===== src/rtl/mcif_rd_arb.sv =====
// Read-channel arbiter sharing one MCIF read port between the weight and feature-data DMAs.
// Define MCIF_ARB_WT_PRIO_EN for fixed weight priority instead of round-robin.
`timescale 1ns/1ps

module mcif_rd_arb #(
   parameter int LEN_W   = 4,
   parameter int PD_W    = LEN_W + 64,
   parameter int RESP_W  = 64,
   parameter int TRK_DEP = 8
) (
   input  logic              clk,
   input  logic              rst,
   input  logic              wt_req_vld,
   output logic              wt_req_rdy,
   input  logic [PD_W-1:0]   wt_req_pd,
   input  logic              dat_req_vld,
   output logic              dat_req_rdy,
   input  logic [PD_W-1:0]   dat_req_pd,
   output logic              mcif_req_vld,
   input  logic              mcif_req_rdy,
   output logic [PD_W-1:0]   mcif_req_pd,
   input  logic              mcif_resp_vld,
   output logic              mcif_resp_rdy,
   input  logic [RESP_W-1:0] mcif_resp_pd,
   output logic              wt_resp_vld,
   input  logic              wt_resp_rdy,
   output logic              dat_resp_vld,
   input  logic              dat_resp_rdy,
   output logic [RESP_W-1:0] resp_pd,
   output logic              idle,
   output logic              err_orphan
);

   typedef enum logic {
      REQ_WT  = 1'b0,
      REQ_DAT = 1'b1
   } req_id_e;

   localparam int AW = (TRK_DEP > 1) ? $clog2(TRK_DEP) : 1;
   typedef logic [AW:0]   cnt_t;
   typedef logic [AW-1:0] ptr_t;
   localparam cnt_t TRK_FULL = cnt_t'(TRK_DEP);

   logic              req_vld_q, req_vld_d;
   logic [PD_W-1:0]   req_pd_q, req_pd_d;
   ptr_t              wr_ptr_q, wr_ptr_d;
   ptr_t              rd_ptr_q, rd_ptr_d;
   cnt_t              trk_cnt_q, trk_cnt_d;
   logic [LEN_W-1:0]  bcnt_q, bcnt_d;
   logic              err_q, err_d;

   req_id_e           trk_id_q  [TRK_DEP];
   logic [LEN_W-1:0]  trk_len_q [TRK_DEP];

   logic              any_req;
   logic              trk_full;
   logic              trk_empty;
   logic              load;
   req_id_e           grant;
   logic [PD_W-1:0]   grant_pd;
   req_id_e           head_id;
   logic [LEN_W-1:0]  head_len;
   logic              beat_acc;
   logic              pop;

`ifndef MCIF_ARB_WT_PRIO_EN
   req_id_e           rr_q, rr_d;
`endif

   assign any_req   = wt_req_vld | dat_req_vld;
   assign trk_full  = (trk_cnt_q == TRK_FULL);
   assign trk_empty = (trk_cnt_q == '0);
   assign load      = !rst & (!req_vld_q | mcif_req_rdy) & !trk_full & any_req;
   assign head_id   = trk_id_q[rd_ptr_q];
   assign head_len  = trk_len_q[rd_ptr_q];

   // NOTE: every variable written in an always_comb gets a default first, so no path can infer a latch.
   always_comb begin
      grant = REQ_WT;
`ifdef MCIF_ARB_WT_PRIO_EN
      if (!wt_req_vld) grant = REQ_DAT;
`else
      if (wt_req_vld && dat_req_vld) grant = rr_q;
      else if (!wt_req_vld)          grant = REQ_DAT;
`endif
   end

   assign grant_pd    = (grant == REQ_DAT) ? dat_req_pd : wt_req_pd;
   assign wt_req_rdy  = load & (grant == REQ_WT);
   assign dat_req_rdy = load & (grant == REQ_DAT);

   // Steering is purely combinational; an empty tracker drains orphan beats.
   always_comb begin
      wt_resp_vld   = 1'b0;
      dat_resp_vld  = 1'b0;
      mcif_resp_rdy = 1'b1;
      if (!trk_empty) begin
         wt_resp_vld   = mcif_resp_vld & (head_id == REQ_WT);
         dat_resp_vld  = mcif_resp_vld & (head_id == REQ_DAT);
         mcif_resp_rdy = (head_id == REQ_DAT) ? dat_resp_rdy : wt_resp_rdy;
      end
   end

   assign beat_acc = mcif_resp_vld & mcif_resp_rdy & !trk_empty;
   assign pop      = beat_acc & (bcnt_q == head_len);

   always_comb begin
      req_vld_d = req_vld_q;
      req_pd_d  = req_pd_q;
      if (load) begin
         req_vld_d = 1'b1;
         req_pd_d  = grant_pd;
      end else if (mcif_req_rdy) begin
         req_vld_d = 1'b0;
      end
   end

   always_comb begin
      wr_ptr_d  = load ? wr_ptr_q + ptr_t'(1) : wr_ptr_q;
      rd_ptr_d  = pop  ? rd_ptr_q + ptr_t'(1) : rd_ptr_q;
      trk_cnt_d = trk_cnt_q;
      case ({load, pop})
         2'b10:   trk_cnt_d = trk_cnt_q + cnt_t'(1);
         2'b01:   trk_cnt_d = trk_cnt_q - cnt_t'(1);
         default: trk_cnt_d = trk_cnt_q;
      endcase
      bcnt_d = bcnt_q;
      if (beat_acc) bcnt_d = pop ? '0 : bcnt_q + LEN_W'(1);
      err_d = err_q | (mcif_resp_vld & trk_empty);
   end

`ifndef MCIF_ARB_WT_PRIO_EN
   always_comb begin
      rr_d = rr_q;
      if (load) rr_d = (grant == REQ_WT) ? REQ_DAT : REQ_WT;
   end
`endif

   // NOTE: sequential state uses non-blocking assignments so every flop samples pre-edge values.
   always_ff @(posedge clk) begin
      if (rst) begin
         req_vld_q <= 1'b0;
         req_pd_q  <= '0;
         wr_ptr_q  <= '0;
         rd_ptr_q  <= '0;
         trk_cnt_q <= '0;
         bcnt_q    <= '0;
         err_q     <= 1'b0;
`ifndef MCIF_ARB_WT_PRIO_EN
         rr_q      <= REQ_WT;
`endif
      end else begin
         req_vld_q <= req_vld_d;
         req_pd_q  <= req_pd_d;
         wr_ptr_q  <= wr_ptr_d;
         rd_ptr_q  <= rd_ptr_d;
         trk_cnt_q <= trk_cnt_d;
         bcnt_q    <= bcnt_d;
         err_q     <= err_d;
`ifndef MCIF_ARB_WT_PRIO_EN
         rr_q      <= rr_d;
`endif
      end
   end

   // NOTE: tracker storage is not reset; entries are only read while trk_cnt_q says they are valid.
   always_ff @(posedge clk) begin
      if (load) begin
         trk_id_q[wr_ptr_q]  <= grant;
         trk_len_q[wr_ptr_q] <= grant_pd[PD_W-1 -: LEN_W];
      end
   end

   assign mcif_req_vld = req_vld_q;
   assign mcif_req_pd  = req_pd_q;
   assign resp_pd      = mcif_resp_pd;
   assign idle         = !req_vld_q & trk_empty;
   assign err_orphan   = err_q;

endmodule


===== config.mk =====
export PLATFORM = sky130hd
export DESIGN_NAME = mcif_rd_arb
export DESIGN_NICKNAME = d
export VERILOG_FILES = /design/src/rtl/mcif_rd_arb.sv
export SDC_FILE = /design/constraint.sdc
export NUM_CORES = 1
export LEC_CHECK = 0
export ABC_AREA = 1
export CORE_AREA = 2 2 136 138
export DETAILED_ROUTE_END_ITERATION = 12
export DIE_AREA = 0 0 138 140
export GPL_TIMING_DRIVEN = 0
export HOLD_SLACK_MARGIN = 0.1
export PLACE_DENSITY_LB_ADDON = 0.15
export SYNTH_ARGS = -nofsm -noshare
export SYNTH_HDL_FRONTEND = slang
export SYNTH_SLANG_ARGS = --single-unit

===== constraint.sdc =====
create_clock -name clk -period 3.5 [get_ports clk]
set_input_delay 0.875 -clock clk [delete_from_list [all_inputs] [get_ports clk]]
set_output_delay 0.875 -clock clk [all_outputs]
set_load 0.03 [all_outputs]

==> run metrics <==
fin nets=1268; Core ar.=0.0178 mm^2; die outline area=0.0193 mm^2; area of the multi-input gates=0.00217 mm^2; Clk pwr share=39.2%; share of the synthesized area in the top cell type=29.2%; total CTS buffers=17; outcome=finished, final reports clean; Hold Path Class=flop to flop; register share of total power=38.6%; GRT Util Overall=20.7%; share of post-route cells with drive strength above 1=12.7%; RSZ-0062 raised after global routing=no; vias per cell=4.48; Pleak=0.00383 uW; final core utilization=54.7%; pwr dens=443 mW/mm^2; # IOs=348; Switch Pwr=1180 uW; crit path DAT=2.42 ns; area grow syn2layout=61.0%; WL final=20.2 mm; crit path max fanout=19; DRC viols=0; Comb power frac=22.2%; die height=140 um; Synth top cells by count=nand2_1, dfxtp_1, buf_4, a31oi_1, inv_1; Avg WL per Cell=15.5 um; cell count after synthesis=754; Fin Clk Skew=0.00847 ns; post-synthesis cell area=0.00604 mm^2; actual slew at the worst max-slew pin=0.580 ns; final number of setup-violating endpoints=0; row count=49; dominant cell type by area after synthesis=dfxtp_1; ys async rst share=0%; vias=5817; Tcrit/Tclk final=94.3%; Root Driver=clkbuf_16; Starting Density=34.0%; internal power=3130 uW; 1st-pass router iterations=5; Post-synth EDFFs=40; Peak Freq=0.303 GHz; YS warnings=0; CTS tree=done; Syn Area/Cell=8.01 um^2; PortBufs=282; Congestion Overflow GR=0; width of the die=138 um; max-cap violations=0; hold_buf cts=0; #FFs+latches synth=128; total of fill cells in the finished design=1707; data required time of the worst path=2.62 ns; Net Count, Synth=968; Worst-Skew Late Latency=0.42 ns; Slew HR=61.4%; 1st-iter DRT viols=342; min Tclk post-route=3.30 ns; DP HPWL=15.5 mm; Max Slew Vio Count=0; area of placed instances=0.00915 mm^2; Post-DRT Antenna Nets=0; GP Congestion=0.801; Worst-path clk slew=0.06 ns; Startpoint Class=primary input; post-synth cell types=29; main area contributors after synthesis=dfxtp_1, edfxtp_1, nand2_1; final hold vios=0; sequential fraction of the synthesis area=49.1%; top-count cell post-synth=nand2_1; CP Capture Type=output pin; pin count of the biggest net entering global routing=20; initial antenna violation count=2; sw frac=27.3%; Reg area=0.00296 mm^2; Max IR drop VDD=383 uV; number of global-route vias before repair=5713; CTS Buffer Depth=2; # H-tree levels=4; crit path kind=primary input to output pin; Synth Flop Type=dfxtp_1; TritonCTS Sinks=128; final instance area=0.00972 mm^2; first-pass GRT wire length=31.0 mm
placed cells by master (no fill, tap or decap), drive strengths merged:
master / count
edfxtp: 40
clkinvlp: 1
nor4: 1
o211ai: 1
clkinv: 2
xnor2: 2
nand3: 31
xor2: 4
dfxtp: 88
nand4: 2
nand2: 297
a21oi: 11
diode: 2
ha: 6
nor2: 34
buf: 88
a31oi: 67
clkdlybuf4s50: 280
o21ai: 15
inv: 52
nand3b: 1
o21a: 1
clkbuf: 43
final timing paths:
kind             endpoint    startpoint  cells past startpoint  slack, ns
min reg2reg    err_orphan    err_orphan                      1       0.47
max reg2reg  trk_cnt_q[2]          flop                     18       0.66
max           dat_req_rdy  mcif_req_rdy                      9       0.20
min            err_orphan    err_orphan                      1       0.47
power groups by stage:
stage               clock, uW  combinational, uW  sequential, uW
finish                   1690                957            1660
global route             1780               1030            1670
CTS                      1720                966            1660
detailed placement          0                963            1690
global placement            0                960            1690
floorplan                   0                384            1810
state kept, by name, summed over array words and instances (netlist names), named ones only:
| name | count |
|---|---|
| wr_ptr_q | 3 |
| rr_q | 1 |
| trk_cnt_q | 4 |
| trk_len_q | 32 |
| rd_ptr_q | 3 |
| mcif_req_pd | 68 |
| mcif_req_vld | 1 |
| bcnt_q | 4 |
| err_orphan | 1 |
| trk_id_q | 8 |
what timing repair did:
item / in CTS / in global routing
pin swaps: 1 / 1
buffers inserted: 1 / 1
gates resized for setup: 10 / 5
endpoints found under the setup margin: 2 / 3
per-layer routing:
metal / track usage [%] / part of all wire [%] / up-vias
met5: 0 / 0 / -
met4: 7.20 / 1.9 / 0
met3: 8.51 / 8.5 / 23
met2: 36.1 / 51 / 193
met1: 22.8 / 39 / 2620
li1: - / - / 2981
logic make-up (layout without fill, tap and decap cells):
family | Yosys count | count (layout) | share of synthesized area [%]
other cells | 0 | 2 | 0
fa+ha+maj | 6 | 6 | 1.24
simple gates | 366 | 366 | 24.2
xor+xnor | 6 | 6 | 0.870
compound gates | 95 | 95 | 9.53
buf+inv | 153 | 466 | 15.1
flops | 128 | 128 | 49.1
cell type report:
type	instances	area share, %
repair buffers	284	29.1
well taps	229	2.95
multi-input cells	473	22.3
clock inverters	3	0.180
clock buffers	29	5.67
flip-flops and latches	128	30.5
inverters	52	2.03
diodes	2	0.0515
plain buffers	98	7.24
critical path, stage by stage:
cell	delay, ns
clkdlybuf4s50_1	0.45
inv_1	0.04
nand2_1	0.07
o211ai_1	0.10
nor2_2	0.26
nand2_1	0.11
inv_2	0.10
buf_6	0.19
clkbuf_4	0.23
through the flow:
step | setup slack (ns) | total power, uW | TNS (ns) | hold WS [ns] | instances
2_1_floorplan | 0.696 | 2190 | 0 | 0.465 | 754
3_3_place_gp | -0.701 | 2650 | -1.24 | 0.455 | 1265
3_5_place_dp | -0.711 | 2650 | -1.24 | 0.463 | 1265
4_1_cts | 0.0407 | 4340 | 0 | 0.477 | 1297
5_1_grt | 0.0474 | 4470 | 0 | 0.503 | 1298
6_report | 0.201 | 4310 | 0 | 0.472 | 1298
Note: power is estimated with default switching activity, not from simulation.
